$ cat config.mk
export PLATFORM = sky130hd
export DESIGN_NAME = regfile_snapshot_loader
export DESIGN_NICKNAME = d
export VERILOG_FILES = /design/src/rtl/regfile_snapshot_loader.sv
export SDC_FILE = /design/constraint.sdc
export NUM_CORES = 1
export LEC_CHECK = 0
export BUFFER_PORTS_ARGS = -buffer_cell sky130_fd_sc_hd__buf_4
export CAP_MARGIN = 15
export CORE_UTILIZATION = 52
export CTS_CLUSTER_DIAMETER = 50
export DETAILED_ROUTE_END_ITERATION = 10
export PLACE_DENSITY = 0.8
export SETUP_SLACK_MARGIN = 0.2
export SYNTH_ARGS = -nofsm -noshare
export SYNTH_HDL_FRONTEND = slang
export SYNTH_SLANG_ARGS = --single-unit
$ cat constraint.sdc
create_clock -name clk -period 2.7 [get_ports clk]
set_clock_uncertainty 0.1 [all_clocks]
set_input_delay 0.135 -clock clk [delete_from_list [all_inputs] [get_ports clk]]
set_output_delay 0.135 -clock clk [all_outputs]
set_load 0.05 [all_outputs]
$ cat src/rtl/regfile_snapshot_loader.sv
// -----------------------------------------------------------------------------
// regfile_snapshot_loader
//
// Assembles one NREGS*W-bit register snapshot from a stream of W-bit words,
// one word per valid/ready handshake. The words arrive in trace order: eax
// first, eflags last. Each accepted word is shifted in at the bottom, so the
// first word ends up in the top slice. The completed snapshot is held on
// raw_regs until the consumer accepts it. Frames of the wrong length raise a
// one-cycle err pulse. The loader then resynchronises on the next frame.
//
// Ports
//   clk        in   1         single clock, rising edge
//   rst_n      in   1         asynchronous assert, active-low reset
//   in_valid   in   1         in_word / in_last are valid
//   in_ready   out  1         loader accepts a word this cycle (state only)
//   in_word    in   W         next register value
//   in_last    in   1         final word of a frame
//   out_valid  out  1         raw_regs holds a complete snapshot
//   out_ready  in   1         consumer takes the snapshot
//   raw_regs   out  NREGS*W   snapshot; eax in the top W bits, eflags at [W-1:0]
//   err        out  1         one-cycle pulse on a frame-length error
//   frames     out  16        delivered snapshot count, wraps
// -----------------------------------------------------------------------------
module regfile_snapshot_loader #(
    parameter int NREGS = 10,
    parameter int W     = 32
) (
    input  logic                 clk,
    input  logic                 rst_n,
    input  logic                 in_valid,
    output logic                 in_ready,
    input  logic [W-1:0]         in_word,
    input  logic                 in_last,
    output logic                 out_valid,
    input  logic                 out_ready,
    output logic [NREGS*W-1:0]   raw_regs,
    output logic                 err,
    output logic [15:0]          frames
);

    localparam int CNT_W = $clog2(NREGS);
    localparam int SNAP_W = NREGS * W;

    typedef enum logic [1:0] {
        ST_FILL    = 2'd0,
        ST_FULL    = 2'd1,
        ST_DISCARD = 2'd2
    } state_t;

    state_t              state_q;
    logic [CNT_W-1:0]    cnt_q;
    logic [SNAP_W-1:0]   raw_q;
    logic                out_valid_q;
    logic                err_q;
    logic [15:0]         frames_q;

    logic                accept;
    logic                cnt_at_end;
    logic [SNAP_W-1:0]   raw_shift_d;

    // Ready depends only on the registered state, never on in_valid. A
    // pending snapshot blocks the input because there is only one buffer.
    assign in_ready    = (state_q != ST_FULL);
    assign accept      = in_valid && in_ready;
    assign cnt_at_end  = (cnt_q == CNT_W'(NREGS - 1));
    // The newest word enters at the bottom, so the first word (eax) ends in the top slice.
    assign raw_shift_d = {raw_q[SNAP_W-W-1:0], in_word};

    always_ff @(posedge clk or negedge rst_n) begin
        if (!rst_n) begin
            state_q     <= ST_FILL;
            cnt_q       <= '0;
            raw_q       <= '0;
            out_valid_q <= 1'b0;
            err_q       <= 1'b0;
            frames_q    <= '0;
        end else begin
            err_q <= 1'b0;
            unique case (state_q)
                ST_FILL: begin
                    if (accept) begin
                        // Shift on every accepted word. A frame that is
                        // abandoned leaves junk here. That is harmless
                        // because raw_regs is only meaningful when
                        // out_valid is high.
                        raw_q <= raw_shift_d;
                        if (cnt_at_end) begin
                            cnt_q <= '0;
                            if (in_last) begin
                                state_q     <= ST_FULL;
                                out_valid_q <= 1'b1;
                            end else begin
                                // Long frame: drop the rest up to its in_last.
                                err_q   <= 1'b1;
                                state_q <= ST_DISCARD;
                            end
                        end else if (in_last) begin
                            // Short frame: the next word begins a fresh frame.
                            err_q <= 1'b1;
                            cnt_q <= '0;
                        end else begin
                            cnt_q <= cnt_q + CNT_W'(1);
                        end
                    end
                end
                ST_FULL: begin
                    if (out_ready) begin
                        state_q     <= ST_FILL;
                        out_valid_q <= 1'b0;
                        frames_q    <= frames_q + 16'd1;
                    end
                end
                ST_DISCARD: begin
                    if (accept && in_last) begin
                        state_q <= ST_FILL;
                        cnt_q   <= '0;
                    end
                end
                default: begin
                    state_q <= ST_FILL;
                    cnt_q   <= '0;
                end
            endcase
        end
    end

    assign out_valid = out_valid_q;
    assign raw_regs  = raw_q;
    assign err       = err_q;
    assign frames    = frames_q;

endmodule
; ---- Word level (Yosys, flattened, before mapping)
; Index checks and enable logic that the tools add are counted.
[word_totals]
reg_bits = 344
[op_classes]
eq_ne = 9
n_addsub = 2
mux = 21
n_reduce_logical = 9
bitwise_logic = 1
[op_table]
columns = operator, count
row1 = 16-bit by 1-bit adder with 16-bit output (second input constant), 1
row2 = 4-bit 2-to-1 mux, 4
row3 = 4-bit case mux with 3 select lines, 1
row4 = 2-bit 2-to-1 mux, 5
row5 = 2-bit != test (second input constant), 5
row6 = 1-bit 2-to-1 mux, 9
row7 = 2-bit case mux with 3 select lines, 1
row8 = 5-bit AND reduction, 1
row9 = 4-bit by 1-bit adder with 4-bit output (second input constant), 1
row10 = 4-bit equality test (second input constant), 1
row11 = 2-bit AND reduction, 2
row12 = 4-bit AND reduction, 1
row13 = 3-bit AND reduction, 1
row14 = 2-bit by 1-bit equality test with 1-bit output (second input constant), 1
row15 = 2-bit equality test (second input constant), 1
row16 = 1-bit logical AND, 2
row17 = 2-bit zero test, 1
row18 = 2-bit by 1-bit != test with 1-bit output (second input constant), 1
row19 = 1-bit case mux with 2 select lines, 1
row20 = 2-bit nonzero test, 1
row21 = 1-bit inverter, 1

; ---- Logic depth before layout (Yosys ltp)
; Gate-level depths: netlist of the first run.
[depth]
ltp_word = 5
ltp_mapped = 7
depth_no_buf = 6

; ---- Worst setup path before layout of the first run
; OpenSTA, ideal clock, no wires.
[synth_path]
kind = flip-flop to flip-flop
startpoint = reg cnt_q[0]
endpoint = reg cnt_q[2]
arrival_ps = 1740
path_stages_with_launch = 7
period_less_slack_ps = 1918
path_slack_ps = 782
t_required_ps = 2522
cell_sequence = dfrtp_1 ha_1 and3b_1 buf_6 or4_4 or3_4 o2bb2ai_1
[synth_via]
elab_chain_len = 5
[synth_lines]
columns = item, line_no
row1 = from (decl), 51  ; logic [CNT_W-1:0] cnt_q;
row2 = from (signal assigned), 102  ; cnt_q <= cnt_q + CNT_W'(1);
row3 = 4-bit by 1-bit adder with 4-bit output, 102
row4 = 4-bit 2-to-1 mux, 97  ; end else if (in_last) begin
row5 = 4-bit 2-to-1 mux (*), 87  ; if (cnt_at_end) begin
row6 = 4-bit 2-to-1 mux (*), 81  ; if (accept) begin
row7 = 4-bit case mux with 3 select lines (*), 79  ; unique case (state_q)
; Every way passes the cells marked *; elsewhere a longest branch is shown, timed or not. The select of a mux whose other input is x is not followed.
; A chain may end at the register's enable or synchronous reset.

; ---- Worst setup path after layout of the first run
[layout_path]
startpoint = reg state_q[0]
endpoint = reg raw_q[56] (netlist: raw_regs[56])
[layout_via]
elab_chain_len = 3
[layout_lines]
columns = item, line_no
row1 = from (decl), 50  ; state_t state_q;
row2 = from (signal assigned), 71  ; state_q <= ST_FILL;
row3 = from (signal assigned), 90  ; state_q <= ST_FULL;
row4 = from (signal assigned), 95  ; state_q <= ST_DISCARD;
row5 = 2-bit by 1-bit != test with 1-bit output, 63  ; assign in_ready = (state_q != ST_FULL);
row6 = 1-bit logical AND, 64  ; assign accept = in_valid && in_ready;
row7 = 2-bit AND reduction (no source line) (*), n/a
row8 = to (signal assigned), 86  ; raw_q <= raw_shift_d;
row9 = to (decl), 52  ; logic [SNAP_W-1:0] raw_q;
; Every way passes the cells marked *; elsewhere a longest branch is shown, timed or not.

==> results.py, run 1 <==
metrics = {
    "worst_setup_path": {
        "r2r-end": "raw_regs[56]$_DFFE_PN0P_",
        "cp.arrival_ns": 2.37,
        "reg2reg_depth": 4,
        "critPathCapture": "raw_regs[56]$_DFFE_PN0P_",
        "path_max_fanout": 41,
        "rr_startpoint": "state_q[0]$_DFFE_PN0P_",
        "startpoint": "state_q[0]$_DFFE_PN0P_",
        "rrSetupSlack_ns": 0.62,
        "critPathRequiredTime_ns": 2.98,
        "critPathKind": "register to register",
        "cp-start-kind": "register",
        "endpoint_kind": "register",
    },
    "place": {
        "dpl-instance-area_um2": 16200,
        "place_hpwl_mm": 21.0,
        "gp_congestion": 0.821,
        "port-buffer-count": 375,
    },
    "grt": {
        "grt_overflow": 0,
        "first_global_vias": 8271,
        "grt_max_degree": 89,
        "antenna_found_initial": 0,
        "grt_pass1_wl_mm": 47.8,
        "grt_usage": 0.239,
    },
    "finish": {
        "area_delta_synth_final_pct": 37.1,
        "final_nets": 1250,
        "drive_above_1_share": 0.390,
        "fin_area_um2": 17800,
        "diodes": 0,
        "final_util": 0.728,
    },
    "synth": {
        "ys_seq_elements": 344,
        "netlist_top_cells_area": "dfrtp_1, mux2_1, mux2_2",
        "synth_edf_count": 0,
        "yosysSeqAreaShare": 0.665,
        "synth_cell_type_count": 36,
        "syn_avg_cell_area_um2": 16.6,
        "synth_warnings": 0,
        "synth.most_common_cell": "dfrtp_1",
        "synth-main-ff-cell": "dfrtp_1",
        "synthArstFlopShare": 1.00,
        "synth_top_area_frac": 0.665,
        "synth.largest_area_cell": "dfrtp_1",
        "syn_area_um2": 13000,
        "synth_common_cells": "dfrtp_1, mux2_1, buf_2",
        "syn_nets": 820,
        "syn_inst": 780,
    },
    "sta": {
        "rsz0062_at_grt": "false",
        "setup_tns_ns": 0,
        "worstMarginPinSlew_ns": 0.663,
        "relSlewSlack": 0.558,
        "fmax_mhz": 480,
        "finalSetupViolCount": 0,
        "maxSlewViolCount": 0,
        "hold_viol_final": 0,
        "finalCritPeriodShare": 0.772,
        "fin_worst_hold_slack_ns": 0.146,
        "period_needed_ns": 2.08,
    },
    "floorplanning": {
        "rows": 57,
        "io_pins": 376,
        "fp.dieW_um": 160,
        "fp.dieArea_um2": 25500,
        "core_um2": 24400,
        "die-height_um": 160,
        "start_util": 0.531,
    },
    "drt": {
        "antenna_left": 0,
        "vias": 8008,
        "routed_wl_mm": 30.1,
        "vias_per_cell": 5.14,
        "wl_per_cell_um": 19.3,
        "drt_iter0_markers": 375,
        "drc": 0,
        "detail_route.first_pass.iterations": 4,
    },
    "outcome": {
        "status": "completed",
    },
    "cts": {
        "htreeDepth": 2,
        "ctsResizeCount": 0,
        "clkLatencyLatePin_ns": 0.51,
        "path_clk_slew_ns": 0.06,
        "clock-sinks": 344,
        "numCtsBuffers": 38,
        "cts_buffer_depth": 3,
        "cts_tree": "yes",
        "cts_setup_buffers": 0,
        "cts_root_buf": "clkbuf_16",
    },
    "run": {
        "cap_violations": 0,
    },
    "hold_path": {
        "hold_path_class": "input pin to async pin",
    },
}
[critical path: stages, from the launching register on]
cell and delay (ns):
dfrtp_1 0.52, nor3b_4 0.29, buf_12 0.19, buf_4 0.45, mux2_1 0.39
[metal layers]
layer	GRT usage	vias up	share of wire
li1	-	3623	-
met1	0.314	4089	0.42
met2	0.390	234	0.49
met3	0.0496	62	0.054
met4	0.0987	0	0.036
met5	0	-	0
[how the worst min path moves through the flow]
stage	startpoint	endpoint	slack (ns)
floorplan	rst_n	cnt_q[0]$_DFFE_PN0P_	-0.26
global placement	rst_n	raw_regs[313]$_DFFE_PN0P_	0.08
global route	rst_n	raw_regs[281]$_DFFE_PN0P_	0.17
detailed placement	rst_n	raw_regs[309]$_DFFE_PN0P_	0.09
CTS	rst_n	raw_regs[186]$_DFFE_PN0P_	0.14
finish	rst_n	raw_regs[311]$_DFFE_PN0P_	0.15
[state kept, by name, indices dropped and copies added (netlist names)]
register,flops
raw_regs,320
frames,16
cnt_q,4
state_q,2
err,1
out_valid,1
[cells by family after synthesis]
group | count (synthesis) | share of synthesized area
xor gates and xnor gates | 16 | 0.0108
adders and majority gates | 3 | 0.00290
DFF | 344 | 0.665
buffers and inverters | 44 | 0.0166
and+or+nand+nor | 37 | 0.0183
AOI/OAI and AO/OA | 14 | 0.00705
muxes | 322 | 0.280
[stage by stage]
stage,cells,worst slack (ns)
3_5_place_dp,1456,0.632
4_1_cts,1559,0.615
5_1_grt,1559,0.504
6_report,1559,0.616
2_1_floorplan,780,0.782
3_3_place_gp,1456,0.669
[final cells by class]
cell class              instances  area, um2
flip-flops and latches        344       8610
fillers                      1616       6640
multi-input cells             392       4140
repair buffers                428       3400
clock buffers                  55       1120
well taps                     324        405
clock inverters                10       63.8
inverters                       6       22.5
[repair_timing]
item                                    4_1_cts  5_1_grt
endpoints found under the setup margin        0        0
hold endpoints to repair                    119        0
hold buffers                                 38        0
[placed cells by master, fill, tap and decap left out, types with 3 or more instances in the layout]
master           n
buf_4          382
dfrtp_1        344
mux2_1         289
clkbuf_16       39
dlygate4sd3_1   38
mux2_2          32
xor2_1           8
xnor2_1          8
clkbuf_8         8
clkbuf_1         8
buf_12           7
inv_1            6
and3_1           6
clkinv_2         6
o21ai_0          5
nand2_1          5
nand3_1          4
and2_1           3
nor2_1           3
ha_1             3
Power of run 1 is left out: the tool's default activity adds up to more than one toggle a clock period on the data nets, which glitch-free logic cannot reach.
==> inputs of run 2 (changes only) <==
CORE_UTILIZATION = 47   (was 52)
PLACE_DENSITY = 0.76   (was 0.8)
clock period = 1.8 ns   (was 2.7 ns; I/O delays follow)
==> run 2 against run 1 <==
  * The flow now finishes with violations (negative setup slack)
  * First-iteration DRC count increased by 5.6%
  * Non-clock buffer count up 87
  * Final cell count up 6.9%
  * Clock-buffer cell count rose by 1
==> results.py, run 2 (synthesized netlist as in run 1, its figures left out) <==
metrics = {
    "drt": {
        "detail_route.first_pass.iterations": 4,
        "wl_met3_mm": 1.77,
        "met2_length_mm": 20.3,
        "routed_wl_mm": 40.1,
        "drc": 0,
        "antenna_left": 0,
        "drt_iter0_markers": 396,
        "routed.top_layer": "met4",
        "m1WireLength_mm": 16.5,
        "vias_per_cell": 5.36,
        "wl_per_cell_um": 24.1,
        "vias": 8938,
    },
    "grt": {
        "first_global_vias": 8816,
        "grt_overflow": 0,
        "grt_pass1_wl_mm": 53.0,
        "grt_max_degree": 46,
        "antenna_found_initial": 0,
        "grt_usage": 0.243,
    },
    "hold_path": {
        "hold_path_depth": 4,
        "min_to": "cnt_q[0]$_DFFE_PN0P_",
        "hold_path_class": "input pin to register",
        "holdCritStartpoint": "in_valid",
    },
    "finish": {
        "area_delta_synth_final_pct": 61.4,
        "final_util": 0.773,
        "finalNonFillerCells": 1666,
        "drive_above_1_share": 0.660,
        "diodes": 0,
        "largest_reg_flops": 320,
        "final_nets": 1337,
        "final_cell_mix": "buf_4, dfrtp_1, mux2_4",
        "layout_commonest_cell": "buf_4",
    },
    "sta": {
        "finalSetupViolCount": 231,
        "period_needed_ns": 1.90,
        "hold_viol_final": 0,
        "fmax_mhz": 527,
        "worstMarginPinSlew_ns": 0.600,
        "fin_worst_hold_slack_ns": 0.138,
        "maxSlewViolCount": 0,
        "relSlewSlack": 0.589,
        "rsz0062_at_grt": "true",
        "fin_ws_ns": -0.0985,
        "finalCritPeriodShare": 1.05,
    },
    "cts": {
        "cts_buffer_depth": 3,
        "cts_tree": "yes",
        "clock-sinks": 344,
        "cts_root_buf": "clkbuf_16",
        "clkLatencyLatePin_ns": 0.50,
        "path_clk_slew_ns": 0.06,
        "numCtsBuffers": 38,
        "htreeDepth": 2,
    },
    "outcome": {
        "violations": "negative setup slack",
        "status": "finished with violations",
    },
    "worst_setup_path": {
        "cp.arrival_ns": 2.23,
        "r2r-end": "cnt_q[3]$_DFFE_PN0P_",
        "cp-start-kind": "register",
        "reg2reg_depth": 7,
        "endpoint_kind": "register",
        "rrSetupSlack_ns": -0.1,
        "critPathKind": "register to register",
        "path_max_fanout": 2,
        "critPathRequiredTime_ns": 2.13,
        "rr_startpoint": "cnt_q[1]$_DFFE_PN0P_",
    },
    "floorplanning": {
        "core_um2": 27000,
        "die-height_um": 168,
        "io_pins": 376,
        "fp.dieArea_um2": 28200,
        "fp.dieW_um": 168,
        "start_util": 0.479,
        "rows": 60,
    },
    "place": {
        "place_hpwl_mm": 22.3,
        "gp_congestion": 0.813,
        "port-buffer-count": 375,
        "post-place-ws_ns": -0.0904,
        "dp_cells": 1499,
    },
    "power": {
        "ir_worst_vdd_v": 0.00110,
        "power.leakage_nw": 10.5,
        "p_per_area_nw_per_um2": 1970,
    },
    "run": {
        "cap_violations": 0,
    },
}
run 2: changes by cell type in the layout (fill, tap and decap cells not counted), sizes merged:
cell         delta
bufinv          +4
buf            +65
clkinvlp        +1
clkbuf         +24
dlygate4sd3     -1
inv             -1
clkinv          -2
run 2: through the flow:
step | total power [W] | TNS (ns) | cell area, um2
after floorplan | 0.0237 | -0.318 | 13100
after global placement | 0.0299 | 0 | 16500
after detailed placement | 0.0302 | -0.260 | 16500
after CTS | 0.0388 | -4.24 | 19000
after global routing | 0.0424 | -24.26 | 20900
final | 0.0412 | -6.42 | 20900
run 2: final cells by class:
class                           count  area (um2)
Clock buffer                       56        1130
Clock inverter                     12         169
Fill cell                        1510        6120
Inverter                            6        22.5
Multi-Input combinational cell    392        5390
Sequential cell                   344        8620
Tap cell                          341         427
Timing Repair Buffer              515        5140
run 2: critical path, stage by stage, from the launching register on:
cell and delay, ns:
dfrtp_1 0.36, inv_1 0.06, ha_2 0.16, and3b_1 0.19
or4_4 0.44, buf_6 0.15, o21ai_0 0.24, o2bb2ai_2 0.12
run 2: worst max path at each step:
stage,from,to,slack (ns),cells past startpoint
3_5_place_dp,cnt_q[0]$_DFFE_PN0P_,cnt_q[1]$_DFFE_PN0P_,-0.09,5
2_1_floorplan,cnt_q[0]$_DFFE_PN0P_,cnt_q[0]$_DFFE_PN0P_,-0.11,6
4_1_cts,cnt_q[0]$_DFFE_PN0P_,cnt_q[3]$_DFFE_PN0P_,-0.07,5
5_1_grt,cnt_q[1]$_DFFE_PN0P_,cnt_q[2]$_DFFE_PN0P_,-0.15,6
6_report,cnt_q[1]$_DFFE_PN0P_,cnt_q[3]$_DFFE_PN0P_,-0.1,7
3_3_place_gp,cnt_q[0]$_DFFE_PN0P_,cnt_q[0]$_DFFE_PN0P_,0.02,5
run 2: timing repair:
item | 4_1_cts | 5_1_grt
buffers inserted | 8 | 14
setup endpoints to repair | 323 | 353
gates cloned | 13 | 26
hold buffers | 38 | 1
hold endpoints to repair | 387 | 17
pin swaps | 0 | 7
resized for setup | 80 | 318
run 2: power breakdown:
part	switching, W	internal (W)
logic	0.0127	0.00744
registers	0.00267	0.0104
clock network	0.00303	0.00494
total	0.0184	0.0228
run 2: routing by layer:
metal / vias up / global-route usage
met5: - / 0
met3: 82 / 0.0433
met2: 306 / 0.393
met4: 0 / 0.0961
met1: 4726 / 0.329
li1: 3824 / -
No activity file was read; power rests on OpenSTA's default activity.
==> inputs of run 3 (changes only) <==
clock period = 1.6 ns   (was 1.8 ns; I/O delays follow)
==> run 3 against run 2 <==
  * The flow still finishes with violations (negative setup slack)
  * Worst setup slack worse by 0.19 ns
  * Clock-buffer cell count up 2
  * Hold slack worse by 0.14 ns
  * Register-to-register slack worse by 0.19 ns
  * Sequential share of layout area down 0.37 points
  * Critical endpoint is now raw_regs[23]$_DFFE_PN0P_
==> results.py, run 3 (synthesized netlist as in run 1, its figures left out) <==
metrics = {
    "outcome": {
        "status": "finished with violations",
        "violations": "negative setup slack",
    },
    "drt": {
        "antenna_left": 0,
        "detail_route.first_pass.iterations": 4,
        "drc": 0,
        "drt_iter0_markers": 371,
        "vias_per_cell": 5.23,
        "routed_wl_mm": 39.0,
        "vias": 8784,
        "wl_per_cell_um": 23.3,
    },
    "floorplanning": {
        "fp.dieW_um": 168,
        "fp.dieArea_um2": 28200,
        "rows": 60,
        "io_pins": 376,
        "core_um2": 27000,
        "start_util": 0.479,
        "die-height_um": 168,
    },
    "place": {
        "port-buffer-count": 375,
        "dp_cells": 1507,
        "gp_congestion": 0.774,
        "place_hpwl_mm": 23.3,
        "post-place-ws_ns": -0.238,
    },
    "worst_setup_path": {
        "slowest_stage": "dfrtp_1",
        "cp.arrival_ns": 2.18,
        "critPathRequiredTime_ns": 1.89,
        "path_max_fanout": 8,
        "cp-start-kind": "register",
        "slowest_delay_ns": 0.42,
        "endpoint_kind": "register",
        "worst-path-buf-inv": 4,
        "crit_path_cell_trace": "nor3b_4, buf_6, clkbuf_16, buf_6, buf_8, mux2_4",
        "critPathMostFrequentCell": "buf_6",
        "critPathKind": "register to register",
        "cp_top_family": "buffers and inverters",
    },
    "run": {
        "cap_violations": 0,
    },
    "sta": {
        "relSlewSlack": 0.667,
        "finalCritPeriodShare": 1.18,
        "rsz0062_at_grt": "true",
        "hold_viol_final": 0,
        "fin_ws_ns": -0.284,
        "fin_worst_hold_slack_ns": 0.00194,
        "worstMarginPinSlew_ns": 0.499,
        "period_needed_ns": 1.88,
        "fmax_mhz": 531,
        "finalSetupViolCount": 340,
        "maxSlewViolCount": 0,
    },
    "power": {
        "ir_worst_vdd_v": 0.00118,
        "power.leakage_nw": 10.6,
        "p_per_area_nw_per_um2": 2180,
    },
    "cts": {
        "clock-sinks": 344,
        "cts_root_buf": "clkbuf_16",
        "cts_buffer_depth": 3,
        "path_clk_slew_ns": 0.06,
        "clkLatencyLatePin_ns": 0.52,
        "cts_tree": "yes",
        "numCtsBuffers": 39,
        "htreeDepth": 2,
    },
    "finish": {
        "area_delta_synth_final_pct": 62.9,
        "final_nets": 1348,
        "final_cell_mix": "buf_4, dfrtp_1, mux2_4",
        "diodes": 0,
        "fill_cells": 1478,
        "finalNonFillerCells": 1678,
        "largest_reg_flops": 320,
        "layout_commonest_cell": "buf_4",
        "drive_above_1_share": 0.684,
    },
    "grt": {
        "antenna_found_initial": 0,
        "grt_usage": 0.246,
        "first_global_vias": 8871,
        "grt_pass1_wl_mm": 53.5,
        "grt_max_degree": 56,
        "grt_overflow": 0,
    },
    "hold_path": {
        "hold_path_class": "input pin to async pin",
    },
}
## run 3: changes by cell type in the layout (fill, tap and decap cells not counted), sizes merged
cell / previous run / this run
buf: 455 / 468
bufinv: 4 / 2
inv: 7 / 9
clkinv: 5 / 6
clkinvlp: 2 / 1
dlygate4sd3: 37 / 36
## run 3: final timing paths
| path | startpoint | to | slack [ns] | cells past startpoint |
|---|---|---|---|---|
| worst max-delay path | state_q[0]$_DFFE_PN0P_ | raw_regs[23]$_DFFE_PN0P_ | -0.28 | 6 |
| worst min-delay path | rst_n | frames[5]$_DFFE_PN0P_ | 0.002 | 2 |
| worst min register to register | frames[15]$_DFFE_PN0P_ | frames[15]$_DFFE_PN0P_ | 0.38 | 1 |
| worst max register to register | state_q[0]$_DFFE_PN0P_ | raw_regs[23]$_DFFE_PN0P_ | -0.28 | 6 |
| min in group clk | in_word[4] | raw_regs[4]$_DFFE_PN0P_ | 0.23 | 3 |
| max in group asynchronous | rst_n | raw_regs[52]$_DFFE_PN0P_ | 0.69 | 3 |
## run 3: per-stage QoR
stage	TNS, ns	total power [W]	area (um2)	util
after floorplan	-28.55	0.0295	14500	-
after global placement	-35.37	0.0363	17900	0.662
after detailed placement	-41.80	0.0368	17900	0.662
after CTS	-48.98	0.0457	20000	0.739
after global routing	-85.63	0.0475	21100	0.781
final	-72.48	0.0461	21100	0.781
## run 3: area by class of cell
class                   count  area, um2  share of cell area
clock buffers              58       1120              0.0530
clock inverters            12        124             0.00587
inverters                   6       22.5             0.00107
multi-input cells         392       5540               0.263
flip-flops and latches    344       8630               0.409
well taps                 341        427              0.0202
repair buffers            525       5240               0.248
## run 3: where the power goes
group          internal [W]  leakage, nW  switching, W
logic               0.00847         5.94        0.0142
clock network       0.00517        0.611       0.00347
registers            0.0118         4.09       0.00304
## run 3: repair_timing
item / CTS / global route
resized for setup: 33 / 71
pin swaps: 0 / 16
cloned: 9 / 26
endpoints found under the hold margin: 387 / 0
setup endpoints to repair: 341 / 346
hold buffers: 36 / 0
buffers inserted: 10 / 20
## run 3: routing by layer
metal / vias up / share of wire / GRT usage
met3: 78 / 0.046 / 0.0494
met2: 319 / 0.51 / 0.403
met4: 0 / 0.036 / 0.106
li1: 3835 / - / -
met5: - / 0 / 0
met1: 4552 / 0.41 / 0.322
